File: src/rtl/eth_rgmii_rxbytes.sv
// RGMII receive byte extractor: strips preamble/SFD, emits payload bytes with
// end-of-frame/error strobes, and tracks in-band link status during idle.
module eth_rgmii_rxbytes #(
   parameter int MAX_LEN = 1518,
   parameter int LW      = 12
) (
   input  logic       i_clk,
   input  logic       i_reset,
   input  logic [3:0] i_d0,
   input  logic [3:0] i_d1,
   input  logic [1:0] i_ctl,
   output logic       o_valid,
   output logic [7:0] o_data,
   output logic       o_eop,
   output logic       o_err,
   output logic       o_link,
   output logic [1:0] o_speed,
   output logic       o_duplex
);

   localparam logic [1:0] S_IDLE     = 2'd0;
   localparam logic [1:0] S_PREAMBLE = 2'd1;
   localparam logic [1:0] S_DATA     = 2'd2;
   localparam logic [1:0] S_DROP     = 2'd3;

   localparam logic [LW-1:0] LEN_LIMIT = LW'(MAX_LEN);
   localparam logic [LW-1:0] CNT_MAX   = '1;

   logic [1:0]    r_state;
   logic [1:0]    w_nextState;
   logic [LW-1:0] r_count;
   logic [LW-1:0] w_nextCount;
   logic [LW-1:0] w_countInc;
   logic          r_frameErr;
   logic          w_nextFrameErr;
   logic          w_dv;
   logic          w_er;
   logic [7:0]    w_byte;
   logic          w_emit;
   logic          w_eop;
   logic          w_eopErr;
   logic          w_statusUpd;

   assign w_dv   = i_ctl[0];
   assign w_er   = i_ctl[0] ^ i_ctl[1];
   assign w_byte = {i_d1, i_d0};

   // Status nibbles are only trusted on clean idle cycles; carrier extension is ignored.
   assign w_statusUpd = (r_state == S_IDLE) && !w_dv && !w_er && (i_d0 == i_d1);

   assign w_countInc = (r_count == CNT_MAX) ? r_count : r_count + LW'(1);

   always_comb begin
      w_nextState    = r_state;
      w_nextCount    = r_count;
      w_nextFrameErr = r_frameErr;
      w_emit         = 1'b0;
      w_eop          = 1'b0;
      w_eopErr       = 1'b0;
      case (r_state)
         S_IDLE, S_PREAMBLE: begin
            if (w_dv) begin
               if (w_er) begin
                  w_nextState = S_DROP;
               end else if (w_byte == 8'h55) begin
                  w_nextState = S_PREAMBLE;
               end else if (w_byte == 8'hD5) begin
                  w_nextState    = S_DATA;
                  w_nextCount    = '0;
                  w_nextFrameErr = 1'b0;
               end else begin
                  w_nextState = S_DROP;
               end
            end else if (r_state == S_PREAMBLE) begin
               w_nextState = S_IDLE;
            end
         end
         S_DATA: begin
            if (w_dv) begin
               w_nextCount = w_countInc;
               if (w_countInc <= LEN_LIMIT) begin
                  w_emit = 1'b1;
               end else begin
                  w_nextFrameErr = 1'b1;
               end
               if (w_er) begin
                  w_nextFrameErr = 1'b1;
               end
            end else begin
               // An SFD followed directly by DV low is a runt and always flagged.
               w_nextState    = S_IDLE;
               w_eop          = 1'b1;
               w_eopErr       = r_frameErr | (r_count == '0);
               w_nextCount    = '0;
               w_nextFrameErr = 1'b0;
            end
         end
         S_DROP: begin
            if (!w_dv) begin
               w_nextState = S_IDLE;
            end
         end
         default: begin
            w_nextState = S_IDLE;
         end
      endcase
   end

   always_ff @(posedge i_clk or posedge i_reset) begin
      if (i_reset) begin
         r_state    <= S_IDLE;
         r_count    <= '0;
         r_frameErr <= 1'b0;
      end else begin
         r_state    <= w_nextState;
         r_count    <= w_nextCount;
         r_frameErr <= w_nextFrameErr;
      end
   end

   always_ff @(posedge i_clk or posedge i_reset) begin
      if (i_reset) begin
         o_valid <= 1'b0;
         o_data  <= 8'h00;
         o_eop   <= 1'b0;
         o_err   <= 1'b0;
      end else begin
         o_valid <= w_emit;
         o_eop   <= w_eop;
         o_err   <= w_eopErr;
         if (w_emit) begin
            o_data <= w_byte;
         end
      end
   end

   always_ff @(posedge i_clk or posedge i_reset) begin
      if (i_reset) begin
         o_link   <= 1'b0;
         o_speed  <= 2'b00;
         o_duplex <= 1'b0;
      end else if (w_statusUpd) begin
         o_link   <= i_d0[0];
         o_speed  <= i_d0[2:1];
         o_duplex <= i_d0[3];
      end
   end

endmodule

File: config.mk
export PLATFORM = sky130hd
export DESIGN_NAME = eth_rgmii_rxbytes
export DESIGN_NICKNAME = d
export VERILOG_FILES = /design/src/rtl/eth_rgmii_rxbytes.sv
export SDC_FILE = /design/constraint.sdc
export NUM_CORES = 1
export LEC_CHECK = 0
export CORE_MARGIN = 5
export CORE_UTILIZATION = 41
export CTS_CLUSTER_DIAMETER = 40
export DETAILED_ROUTE_END_ITERATION = 10
export PLACE_DENSITY_LB_ADDON = 0.15
export SYNTH_ARGS = -nofsm -noshare
export SYNTH_HDL_FRONTEND = slang
export SYNTH_SLANG_ARGS = --single-unit
export TNS_END_PERCENT = 30
File: constraint.sdc
create_clock -name i_clk -period 5.43 [get_ports i_clk]
set_input_delay 1.086 -clock i_clk [delete_from_list [all_inputs] [get_ports i_clk]]
set_output_delay 1.086 -clock i_clk [all_outputs]
set_load 0.05 [all_outputs]
## Word level (Yosys, flattened, before mapping)

Cells that the tools add are included.

| word-level totals | value |
|---|---|
| logic and storage cells | 70 |
| register bits after elaboration | 30 |
| input bits | 12 |
| output and inout bits | 15 |

| cells by class | value |
|---|---|
| bitwise gates (word level) | 2 |
| multiplexer cells | 29 |
| magnitude comparators | 1 |
| equal/unequal tests | 14 |
| $add $sub $neg | 1 |
| reduce and logical (&&, ||, !) cells | 13 |

Operator list:

| kind | number |
|---|---|
| $mux W12 | 6 |
| $pmux W12 S2 | 1 |
| $mux W1 | 15 |
| $add A12 B1 Y12 const B | 1 |
| $eq A12 B12 Y1 const B | 1 |
| $le A12 B11 Y1 const B | 1 |
| $logic_not A12 Y1 | 1 |
| $mux W2 | 5 |
| $ne A2 B2 Y1 const B | 5 |
| $eq A8 B7 Y1 const B | 1 |
| $eq A8 B8 Y1 const B | 1 |
| $reduce_and A6 Y1 | 1 |
| $reduce_and A5 Y1 | 1 |
| $eq A2 B2 Y1 const B | 2 |
| $eq A4 B4 Y1 | 1 |
| $ne A4 B4 Y1 const B | 1 |
| $pmux W2 S2 | 1 |
| $reduce_or A2 Y1 | 2 |
| $logic_and A1 B1 Y1 | 3 |
| $ne A3 B3 Y1 const B | 1 |
| $eq A2 B1 Y1 const B | 1 |
| $logic_not A1 Y1 | 2 |
| $logic_not A2 Y1 | 1 |
| $pmux W1 S2 | 1 |
| 4 further kinds | 4 |

## Depth between registers and ports, before layout

Gate-level depths: netlist of the first run.

| logic depth | value |
|---|---|
| depth in word-level cells | 7 |
| depth in mapped cells | 9 |
| depth with buffers taken out | 8 |

## Worst setup path after synthesis of the first run

Ideal clock, no wire load.

| path | value |
|---|---|
| path type | input port to flip-flop |
| start | input i_ctl[0] |
| end | register o_duplex |
| arrival time | 2.407 ns |
| required time | 5.305 ns |
| buffers on the path | 0 |
| library setup time | 0.125 ns |
| slack | 2.898 ns |
| stages on the path | 5 |
| cell sequence | ha_1 nor2_1 nand3_1 nor4_1 mux2_2 |

| between the ends | value |
|---|---|
| word-level cells in the longest chain between the ends | 4 |
| elaborated cells on any way between the ends | 6 |
| classes of those cells | bitwise (1); reduce/logical (5) |

Ends and longest elaborated chain:

| element | RTL line | RTL |
|---|---|---|
| start: declaration | 11 | `input logic [1:0] i_ctl,` |
| $xor A1 B1 Y1 or $logic_not A1 Y1 (tied branches) | -- |  |
| $logic_not A1 Y1 or $logic_and A1 B1 Y1 (tied branches) | 49 | `assign w_statusUpd = (r_state == S_IDLE) && !w_dv && !w_er && (i_d0 == i_d1);` |
| $logic_and A1 B1 Y1 (*) (2 in a row) | 49 |  |
| end signal: assignment | 145 | `o_duplex <= i_d0[3];` |
| end: declaration | 18 | `output logic o_duplex` |

Every way passes the cells marked *; elsewhere a longest branch is shown, timed or not.
A chain may end at the register's enable or synchronous reset.

## Worst setup path in the final report of the first run

| path | value |
|---|---|
| start | input i_ctl[0] |
| end | register o_speed[0] |

| between the ends | value |
|---|---|
| word-level cells in the longest chain between the ends | 4 |
| elaborated cells on any way between the ends | 6 |
| classes of those cells | bitwise (1); reduce/logical (5) |

Ends and longest elaborated chain:

| element | RTL line | RTL |
|---|---|---|
| $xor A1 B1 Y1 or $logic_not A1 Y1 (tied branches) | -- |  |
| $logic_not A1 Y1 or $logic_and A1 B1 Y1 (tied branches) | 49 |  |
| $logic_and A1 B1 Y1 (*) (2 in a row) | 49 |  |
| end signal: assignment | 144 | `o_speed <= i_d0[2:1];` |
| end: declaration | 17 | `output logic [1:0] o_speed,` |

Marked as above.

==> flow_summary.json, run 1 <==
{
  "status": "complete, no violations",
  "cts_resized": 0,
  "synth_ff_type": "dfrtp_1",
  "crit_path_start_kind": "input pin",
  "min_path_type": "reg2reg",
  "drv_cap": 0,
  "fin_nets": 211,
  "antenna_found_initial": 0,
  "rrSetupSlack_ns": 2.80,
  "cts_made_buffers": 5,
  "ant_nets": 0,
  "report.final.slew_viol_count": 0,
  "yosysSeqAreaShare_pct": 44.3,
  "p_leak_nw": 0.856,
  "maxClockFrequency_ghz": 0.325,
  "grt_max_degree": 31,
  "hold_viol": 0,
  "setup_violations": 0,
  "die_area_mm2": 0.00551,
  "worst_pin_slew_ns": 0.783,
  "reg2regPathDepth": 8,
  "place_congestion": 0.870,
  "fin_crit_ns": 3.08,
  "ctsLongestPathBuffers": 2,
  "power_frac_clock_pct": 30.1,
  "crit_fanout": 10,
  "synth_area_leader_cell": "dfrtp_1",
  "route.detailed.drc": 0,
  "htreeDepth": 2,
  "regToRegStartpoint": "r_count[1]",
  "critPathKind": "in2reg",
  "cts_hold_buf": 0,
  "area_delta_synth_final_pct": 22.5,
  "die_y_um": 74.3,
  "synthArstFlopShare_pct": 100,
  "wirelength_mm": 4.01,
  "hold_depth": 1,
  "p_int_mw": 0.411,
  "crit_start": "i_ctl[0]",
  "skew_ns": 0.00403,
  "start_util_pct": 42.3,
  "setup_slack_ns": 2.35,
  "syn_nets": 186,
  "rsz0062_at_grt": "no",
  "synth_area_leaders": "dfrtp_1 (44%), mux2_1 (6.0%), o21ai_0 (4.1%)",
  "syn-instance-count": 171,
  "drive_gt1_share_pct": 9.14,
  "cts.sinks": 30,
  "diodes": 0,
  "die_w_um": 74.3,
  "fillCellCount": 362,
  "grt_pass1_vias": 1483,
  "p_sw_mw": 0.207,
  "slew-limit-headroom_pct": 47.5,
  "multi_input_area_um2": 875,
  "finalCritPeriodShare_pct": 56.7,
  "avgSynthCellArea_um2": 9.90,
  "synth-seq-cells": 30,
  "synth_top_cell_area_share_pct": 44.3,
  "grt_use_total_pct": 16.5,
  "wl_per_cell_um": 16.3,
  "worstSkewPairLatency_ns": 0.28,
  "fin_area_mm2": 0.00207,
  "reg2reg_to": "o_data[4]",
  "cts_tree": "yes",
  "grt_overflow": 0,
  "cp.required_ns": 5.60,
  "fin_setup_tns_ns": 0,
  "p_per_area_mw_per_mm2": 298,
  "portBuffers": 26,
  "vdd_ir_drop_max_uv": 168,
  "core_mm2": 0.00400,
  "synth.distinct_cells": 44,
  "placed_area_mm2": 0.00198,
  "total_power_mw": 0.617,
  "yosysMostFrequentCell": "dfrtp_1",
  "fp-row-count": 23,
  "hold_start": "o_data[3]",
  "p_seq_share_pct": 42.4,
  "clkTransAtPathRegs_ns": 0.06,
  "hold_slack_ns": 0.488,
  "dp_hpwl_mm": 2.95,
  "via_count": 1445,
  "dr.pass1.iters": 4,
  "root_buffer": "clkbuf_8",
  "min_to": "o_data[3]",
  "regArea_um2": 751,
  "swShare_pct": 33.5,
  "post_cts.repair.setup_buffers": 0,
  "crit_arrival_ns": 3.24,
  "drt_iter0_drc": 118,
  "syn-cell-area_mm2": 0.00169,
  "combPwrFrac_pct": 27.5,
  "boundaryPins": 27,
  "synth_common_cells": "dfrtp_1 (30), o21ai_0 (14), nand2_1 (11)",
  "ys_warn_count": 0,
  "end_kind": "flop",
  "synth_edf_count": 0,
  "drt-vias-per-instance": 5.85,
  "grt_pass1_wl_mm": 6.93,
  "post-place-ws_ns": 2.03
}
## placed cells by master, fill, tap and decap left out, types with 2 or more instances in the layout
cell,instances
dfrtp_1,30
clkdlybuf4s50_1,26
o21ai_0,14
nand2_1,11
a31oi_1,10
mux2_1,9
nor2_1,8
a21oi_1,8
inv_1,7
nand3_1,6
clkbuf_8,6
mux2_2,5
nand4_1,4
xor2_1,4
nor3_1,4
nor4_1,3
o21ai_1,3
ha_1,3
nor2b_1,2
and4_1,2
or2_1,2
and2_1,2
o2111ai_1,2
a41oi_1,2
a21o_1,2
a22o_1,2
## power by group through the flow
stage               sequential (mW)  clock (mW)  combinational (mW)
floorplan                     0.326           0              0.0480
detailed placement            0.265           0               0.171
finish                        0.262       0.186               0.170
global route                  0.265       0.205               0.181
global placement              0.264           0               0.169
CTS                           0.262       0.194               0.172
## worst max path at each step
stage | endpoint | slack [ns]
floorplan | o_duplex | 2.90
global placement | o_duplex | 2.13
detailed placement | o_speed[0] | 2.03
CTS | o_speed[0] | 2.37
global route | r_count[0] | 2.24
finish | o_speed[0] | 2.35
## critical path, stage by stage
cell             delay (ns)
clkdlybuf4s50_1        0.65
ha_1                   0.29
nor2_1                 0.14
nand3_1                0.09
nor4_1                 0.57
mux2_2                 0.42
## final cells by class
class	instances	share of cell area, %
multi-input cells	125	42.2
flip-flops and latches	30	36.2
repair buffers	27	12.9
clock buffers	7	4.16
well taps	50	3.02
inverters	7	1.27
clock inverters	1	0.241
## metrics by stage
step                util [%]  std cells
floorplan                  -        171
global placement        49.5        239
detailed placement      49.5        239
CTS                     51.8        247
global route            51.8        247
finish                  51.8        247
## cell families (layout without fill, tap and decap cells)
kind of cell	count (synthesis)	after routing	share of synthesized area (%)
AND/OR/NAND/NOR	52	52	17.2
AO/OA/AOI/OAI	51	51	20.3
flip-flops	30	30	44.3
buffers and inverters	16	42	3.99
multiplexers	14	14	9.31
XOR/XNOR	5	5	2.59
adder cells (fa/ha/maj)	3	3	2.22
## flip-flops by register name (all words and copies together), names as in the netlist
signal	count
r_state	2
o_link	1
o_valid	1
o_eop	1
o_duplex	1
r_frameErr	1
r_count	12
o_data	8
o_err	1
o_speed	2
## routing by layer
metal	track usage, %	share of wire [%]
met2	28.1	50
met1	19.4	42
met5	0	0
met4	6.13	2.0
met3	5.54	6.0
Power figures use the tool's default switching activity.
==> run 2: changes to the inputs <==
Clock period 5.43 ns to 2.8 ns, I/O delays scaled along.
==> flow_summary.json, run 2 (same netlist as run 1, synthesis figures left out) <==
{
  "status": "complete, no violations",
  "drv_cap": 0,
  "largest_reg_flops": 12,
  "cts.sinks": 30,
  "wl_per_cell_um": 16.5,
  "rsz0062_at_grt": "no",
  "fin_setup_tns_ns": 0,
  "multi_input_area_um2": 875,
  "portBuffers": 26,
  "die_w_um": 74.3,
  "min_path_type": "reg2reg",
  "cts_hold_buf": 0,
  "grt_use_total_pct": 16.4,
  "cts_tree": "yes",
  "drt_iter0_drc": 195,
  "drt-vias-per-instance": 6.00,
  "cp.required_ns": 2.96,
  "vdd_ir_drop_max_uv": 395,
  "slowest_delay_ns": 0.41,
  "final_common_cell": "dfrtp_1",
  "place_congestion": 0.927,
  "antenna_found_initial": 0,
  "grt_pass1_vias": 1514,
  "skew_ns": 0.00297,
  "fin_crit_ns": 2.59,
  "setup_violations": 0,
  "htreeDepth": 2,
  "die_area_mm2": 0.00551,
  "start_util_pct": 42.3,
  "reg_top3": "r_count x12, o_data x8",
  "die_y_um": 74.3,
  "fin_nets": 216,
  "ctsLongestPathBuffers": 2,
  "p_leak_nw": 0.876,
  "hold_viol": 0,
  "core_mm2": 0.00400,
  "worst_path_max_delay_cell": "dfrtp_1",
  "ant_nets": 0,
  "diodes": 0,
  "p_per_area_mw_per_mm2": 565,
  "end_kind": "flop",
  "cts_resized": 0,
  "crit_arrival_ns": 2.74,
  "crit_chain": "ha_1 -> and4_1 -> o2111ai_1 -> o311ai_1 -> a41oi_1 -> o41ai_4 -> nor2_4 -> mux2_1",
  "wirelength_mm": 4.13,
  "dr.pass1.iters": 4,
  "drive_gt1_share_pct": 11.0,
  "grt_pass1_wl_mm": 7.03,
  "dp_hpwl_mm": 3.07,
  "post_cts.repair.setup_buffers": 0,
  "clkTransAtPathRegs_ns": 0.06,
  "crit_fanout": 9,
  "area_delta_synth_final_pct": 24.2,
  "crit_path_start_kind": "flop",
  "critPathKind": "reg2reg",
  "fp-row-count": 23,
  "maxClockFrequency_ghz": 0.387,
  "slew-limit-headroom_pct": 65.0,
  "boundaryPins": 27,
  "worst_pin_slew_ns": 0.523,
  "worstSkewPairLatency_ns": 0.28,
  "root_buffer": "clkbuf_8",
  "cts_made_buffers": 5,
  "report.final.slew_viol_count": 0,
  "finalCritPeriodShare_pct": 92.4,
  "grt_max_degree": 31,
  "layout_common_cells": "dfrtp_1 (30), clkdlybuf4s50_1 (26), o21ai_0 (14), nand2_1 (11), a31oi_1 (10)",
  "grt_overflow": 0,
  "regMostFlops": "r_count",
  "regArea_um2": 751,
  "fillCellCount": 350,
  "total_power_mw": 1.19,
  "via_count": 1499,
  "route.detailed.drc": 0
}
run 2: cell type report:
type,instances,share of cell area (%)
Tap cell,50,2.98
Clock buffer,6,3.93
Sequential cell,30,35.7
Timing Repair Buffer,32,14.5
Multi-Input combinational cell,125,41.6
Inverter,7,1.25
run 2: path summary, 6_finish.rpt:
kind | from | to | slack [ns] | cells after the start
setup reg to reg | r_count[1] | o_data[3] | 0.21 | 8
hold / removal | o_data[0] | o_data[0] | 0.49 | 1
min in group asynchronous | i_reset | r_count[10] | 0.65 | 3
max in group asynchronous | i_reset | o_eop | 1.86 | 3
hold reg to reg | o_data[0] | o_data[0] | 0.49 | 1
setup / recovery | r_count[1] | o_data[3] | 0.21 | 8
run 2: metrics by stage:
| step | cells | worst slack, ns | hold slack, ns | util (%) | instance area [um^2] |
|---|---|---|---|---|---|
| CTS | 250 | 0.248 | 0.496 | 52.5 | 2100 |
| global placement | 244 | 0.315 | 0.471 | 50.5 | 2020 |
| finish | 250 | 0.213 | 0.490 | 52.5 | 2100 |
| detailed placement | 244 | 0.255 | 0.477 | 50.5 | 2020 |
| floorplan | 171 | 0.582 | 0.465 | - | 1690 |
| global route | 250 | 0.0722 | 0.514 | 52.5 | 2100 |
run 2: per-layer routing:
metal  wire, um  track usage (%)  part of all wire [%]  vias up
met4         48             5.14                   1.2        0
met1       1770             20.3                    43      728
met2       2080             27.9                    51       63
met5          0                0                     0        -
li1           -                -                     -      700
met3        221             4.73                   5.4        8
run 2: power breakdown:
part / switching, mW / internal, mW
clock: 0.156 / 0.189
combinational: 0.211 / 0.124
sequential: 0.0293 / 0.478
run 2: critical path: cells and delay by family (launching register included):
kind                       cells  cell delay (ns)
DFF                            1             0.41
adders and majority gates      1             0.37
and+or+nand+nor                2             0.49
muxes                          1             0.34
AOI/OAI and AO/OA              4             0.86
==> run 3: changes to the inputs <==
Settings changed: CORE_UTILIZATION 41 to 35, CTS_BUF_LIST set to sky130_fd_sc_hd__clkbuf_8, CTS_CLUSTER_DIAMETER 40 to 120.
==> flow_summary.json, run 3 (same netlist as run 1, synthesis figures left out) <==
{
  "status": "complete, no violations",
  "p_leak_nw": 0.878,
  "grt_overflow": 0,
  "report.final.slew_viol_count": 0,
  "wl_per_cell_um": 15.4,
  "core_mm2": 0.00472,
  "htreeDepth": 2,
  "start_util_pct": 35.8,
  "die_w_um": 79.5,
  "dr.pass1.iters": 4,
  "reg_top3": "r_count x12, o_data x8",
  "via_count": 1461,
  "area_delta_synth_final_pct": 26.3,
  "skew_ns": 0.00745,
  "layout_common_cells": "dfrtp_1 (30), clkdlybuf4s50_1 (26), o21ai_0 (14), nand2_1 (11), a31oi_1 (10)",
  "rsz0062_at_grt": "no",
  "worst_pin_slew_ns": 0.706,
  "boundaryPins": 27,
  "worstSkewPairLatency_ns": 0.28,
  "dp_hpwl_mm": 3.02,
  "drt_iter0_drc": 135,
  "top_usage_layer": "met2",
  "grt_use_met1_pct": 18.0,
  "slew-limit-headroom_pct": 52.7,
  "drv_cap": 0,
  "placed_area_mm2": 0.00204,
  "grt_use_total_pct": 14.5,
  "regMostFlops": "r_count",
  "fp-row-count": 25,
  "vdd_ir_drop_max_uv": 360,
  "p_per_area_mw_per_mm2": 565,
  "min_path_type": "reg2reg",
  "antenna_found_initial": 0,
  "end_kind": "flop",
  "fin_area_mm2": 0.00214,
  "final_common_cell": "dfrtp_1",
  "ant_nets": 0,
  "grt_pass1_vias": 1448,
  "cts_tree": "yes",
  "clkTransAtPathRegs_ns": 0.07,
  "crit_arrival_ns": 2.68,
  "route.detailed.drc": 0,
  "portBuffers": 26,
  "grt_pass1_wl_mm": 7.16,
  "fin_nets": 216,
  "drt-vias-per-instance": 5.43,
  "crit_path_start_kind": "flop",
  "grt_max_degree": 31,
  "fin_crit_ns": 2.52,
  "grt_use_met2_pct": 23.9,
  "cts.sinks": 30,
  "drive_gt1_share_pct": 12.4,
  "wirelength_mm": 4.15,
  "cp.required_ns": 2.96,
  "place_congestion": 0.858,
  "grt_util_met3_pct": 4.18,
  "critPathKind": "reg2reg",
  "largest_reg_flops": 12,
  "maxClockFrequency_ghz": 0.397,
  "cts_hold_buf": 0,
  "setup_violations": 0,
  "diodes": 0,
  "die_area_mm2": 0.00633,
  "die_y_um": 79.5,
  "crit_fanout": 11,
  "cts_made_buffers": 5,
  "fin_setup_tns_ns": 0,
  "finalCritPeriodShare_pct": 90.0,
  "root_buffer": "clkbuf_8",
  "hold_viol": 0,
  "ctsLongestPathBuffers": 2
}
==> run 3: timing repair <==
item,4_1_cts,5_1_grt
endpoints found under the setup margin,0,1
resized for setup,0,1
setup buffers,0,0
==> run 3: stage by stage <==
step / hold WS (ns) / total power, mW / cells / worst slack (ns) / utilization [%]
finish: 0.490 / 1.21 / 269 / 0.281 / 45.3
detailed placement: 0.479 / 0.847 / 261 / 0.171 / 43.2
CTS: 0.496 / 1.22 / 269 / 0.237 / 45.2
global placement: 0.474 / 0.846 / 261 / 0.260 / 43.2
global route: 0.517 / 1.27 / 269 / 0.0851 / 45.3
floorplan: 0.465 / 0.724 / 171 / 0.582 / -
==> run 3: area by class of cell <==
class / instances / area, um^2
Clock buffer: 6 / 82.6
Clock inverter: 2 / 12.5
Fill cell: 461 / 2580
Inverter: 7 / 26.3
Multi-Input combinational cell: 125 / 877
Sequential cell: 30 / 751
Tap cell: 67 / 83.8
Timing Repair Buffer: 32 / 305
==> run 3: power breakdown <==
group          switching, mW  total (mW)  leakage [nW]  internal, mW
clock network          0.173       0.371        0.0472         0.197
registers             0.0286       0.506         0.391         0.478
logic                  0.209       0.332         0.440         0.123
total                  0.410        1.21         0.878         0.798
==> run 3: critical path, cell delays in order (launching register included) <==
cell and delay [ns]:
dfrtp_1 0.56, nand3_2 0.18, or2_1 0.31, o311ai_1 0.27, a41oi_1 0.23, o41ai_4 0.38, nor2_4 0.14, mux2_1 0.34
==> run 3: final timing paths <==
path                            start  cells after the start  slack [ns]         end
min in group asynchronous     i_reset                      3        0.65  r_count[8]
max                        r_count[2]                      7        0.28   o_data[7]
min reg2reg                 o_data[4]                      1        0.49   o_data[4]
max in group asynchronous     i_reset                      3        1.86   o_data[1]
max reg2reg                r_count[2]                      7        0.28   o_data[7]
min                         o_data[4]                      1        0.49   o_data[4]
==> run 3: per-layer routing <==
metal / share of wire [%] / routed length [um]
met4: 1.1 / 47
met5: 0 / 0
met2: 48 / 2010
met3: 5.0 / 206
met1: 46 / 1890
==> RTL edit: new RTL, config.mk and constraints of run 3 <==
Set the parameter `LW` to 6 (it was 12).
--- a/src/rtl/eth_rgmii_rxbytes.sv
+++ b/src/rtl/eth_rgmii_rxbytes.sv
@@ -4,3 +4,3 @@
    parameter int MAX_LEN = 1518,
-   parameter int LW      = 12
+   parameter int LW      = 6
 ) (
Function: no difference found for any inputs over 10 cycles, from zero or initial values and one cycle with i_reset high; that may be too few to reach the edited logic, so the function may still have changed.
==> RTL edit against run 3 <==
- worst setup slack gained 0.24 ns
- count of clock-buffer cells in the layout down 3
- clock skew down 0.0030 ns
- area after synthesis shrank 28%
- sequential cell count is 6 lower
- utilization is 1.5 points higher
- cell area decreased by 26%
- maximum frequency rose by 11%
- critical path type is now in -> reg
- sequential share of layout area grew 3.1 points
- clock power fell by 48%
- power down 22%
- routed wire length down 40%
==> RTL edit: results (changes against run 3) <==
VIA_COUNT=895  # was 1461
FIRST_GLOBAL_VIAS=891  # was 1448
POST_SYNTH_NUM_CELL_TYPES=35  # was 44
SLOWEST_STAGE='sky130_fd_sc_hd__nor4_1'  # was sky130_fd_sc_hd__dfrtp_1
CTSRESIZECOUNT=0  # unchanged
CTS-BUFFERS-INSERTED=3  # was 5
REG_TOP3='o_data (8), r_count (6)'  # was r_count (12), o_data (8)
LAYOUT.NETS=152  # was 216
WIRELENGTH_MM=2.48  # was 4.15 mm
PLACE.DETAILED.HPWL_MM=1.88  # was 3.02 mm
POWER.LEAKAGE_nW=0.685  # was 0.878 nW
PLACE_AREA_UM2=1530  # was 2040 um^2
LAYOUT-DRIVE-GT1-SHARE_PCT=17.8  # was 12.4%
ROUTABILITYCONGESTION=0.862  # was 0.858
STATUS='completed'  # unchanged
CP-STARTPOINT='i_ctl[0]'  # was r_count[2]$_DFFE_PP0P_
SYNTH.CELLS.MOST_FREQUENT='sky130_fd_sc_hd__dfrtp_1, sky130_fd_sc_hd__o21ai_0, sky130_fd_sc_hd__inv_1, sky130_fd_sc_hd__mux2_4, sky130_fd_sc_hd__nand2_1'  # was sky130_fd_sc_hd__dfrtp_1, sky130_fd_sc_hd__o21ai_0, sky130_fd_sc_hd__nand2_1, sky130_fd_sc_hd__a31oi_1, sky130_fd_sc_hd__mux2_1
DR.FIRST_ITER.DRC_COUNT=56  # was 135
PATH_DELAY_FAMILY='simple AND/OR/NAND/NOR gates'  # was compound AO/OA/AOI/OAI gates
CLK_LATENCY_NS=0.26  # was 0.28 ns
TRACK_USAGE_PCT=11.9  # was 14.5%
GRT_START_MAX_NET_PINS=25  # was 31
NUMBER_OF_FLIP_FLOPS_IN_THE_LARGEST_REGISTER=8  # was 12
FILL_CELL_COUNT=340  # was 461
CRITICAL_PATH_ARRIVAL_NS=2.42  # was 2.68 ns
IR_DROP_V=0.000353  # was 0.000360 V
POWER.SWITCHING_FRACTION_PCT=34.3  # was 34.0%
PATH_MAX_FANOUT=4  # was 11
CRITPATHMAXSTAGEDELAY_NS=0.51  # was 0.56 ns
FINALCLOCKSKEW_NS=0.00440  # was 0.00745 ns
SEQ_AREA_FRAC_SYNTH_PCT=49.4  # was 44.3%
WORST_R2R_STARTPOINT='r_count[0]$_DFFE_PP0P_'  # was r_count[2]$_DFFE_PP0P_
GRT_FIRST_PASS_WIRELENGTH_MM=4.16  # was 7.16 mm
SYNTHTOPCELLSBYAREA='sky130_fd_sc_hd__dfrtp_1, sky130_fd_sc_hd__mux2_4, sky130_fd_sc_hd__mux2_2'  # was sky130_fd_sc_hd__dfrtp_1, sky130_fd_sc_hd__mux2_1, sky130_fd_sc_hd__o21ai_0
HOLD_START='o_data[1]$_DFFE_PP0P_'  # was o_data[4]$_DFFE_PP0P_
[RTL edit: cells by family after synthesis]
logic type,synth area share [%]
compound gates,13.0
mux,13.3
xor+xnor,2.88
fa+ha+maj,3.09
flops,49.4
simple gates,14.2
buf+inv,4.22
[RTL edit: worst paths after layout]
kind                                           to  slack [ns]
max                        r_frameErr$_DFFE_PP0P_        0.52
min reg2reg                 o_data[1]$_DFFE_PP0P_        0.52
min in group asynchronous   o_data[3]$_DFFE_PP0P_        0.65
max reg2reg                 o_data[6]$_DFFE_PP0P_        0.53
min                         o_data[1]$_DFFE_PP0P_        0.52
max in group asynchronous  r_count[3]$_DFFE_PP0P_        1.92
[RTL edit: power groups by stage]
stage                     registers, W  clock network (W)  logic (W)
after floorplan               0.000547                  0  0.0000952
after global placement        0.000427                  0   0.000327
after detailed placement      0.000429                  0   0.000330
after CTS                     0.000423           0.000203   0.000332
after global routing          0.000429           0.000216   0.000348
final                         0.000422           0.000193   0.000327
[RTL edit: area by class of cell]
| cell class | count | area (um^2) | area share [%] |
|---|---|---|---|
| sequential | 24 | 601 | 38.2 |
| multi-input combinational | 72 | 564 | 35.9 |
| timing repair buffer | 29 | 283 | 18.0 |
| tap | 46 | 57.6 | 3.66 |
| clock buffer | 3 | 41.3 | 2.63 |
| inverter | 7 | 26.3 | 1.67 |
[RTL edit: through the flow]
step	std cells	hold slack, ns	power, W	setup slack [ns]
detailed placement	178	0.493	0.000759	0.250
finish	181	0.516	0.000942	0.524
global route	181	0.536	0.000993	0.379
floorplan	107	0.480	0.000642	0.632
CTS	181	0.519	0.000958	0.526
global placement	178	0.490	0.000755	0.321
[RTL edit: metal layers]
metal	track usage, %	wire (um)	up-vias
met5	0	0	-
met4	4.62	21	0
met3	3.24	121	2
met2	19.2	1210	24
met1	15.1	1130	428
li1	-	-	441
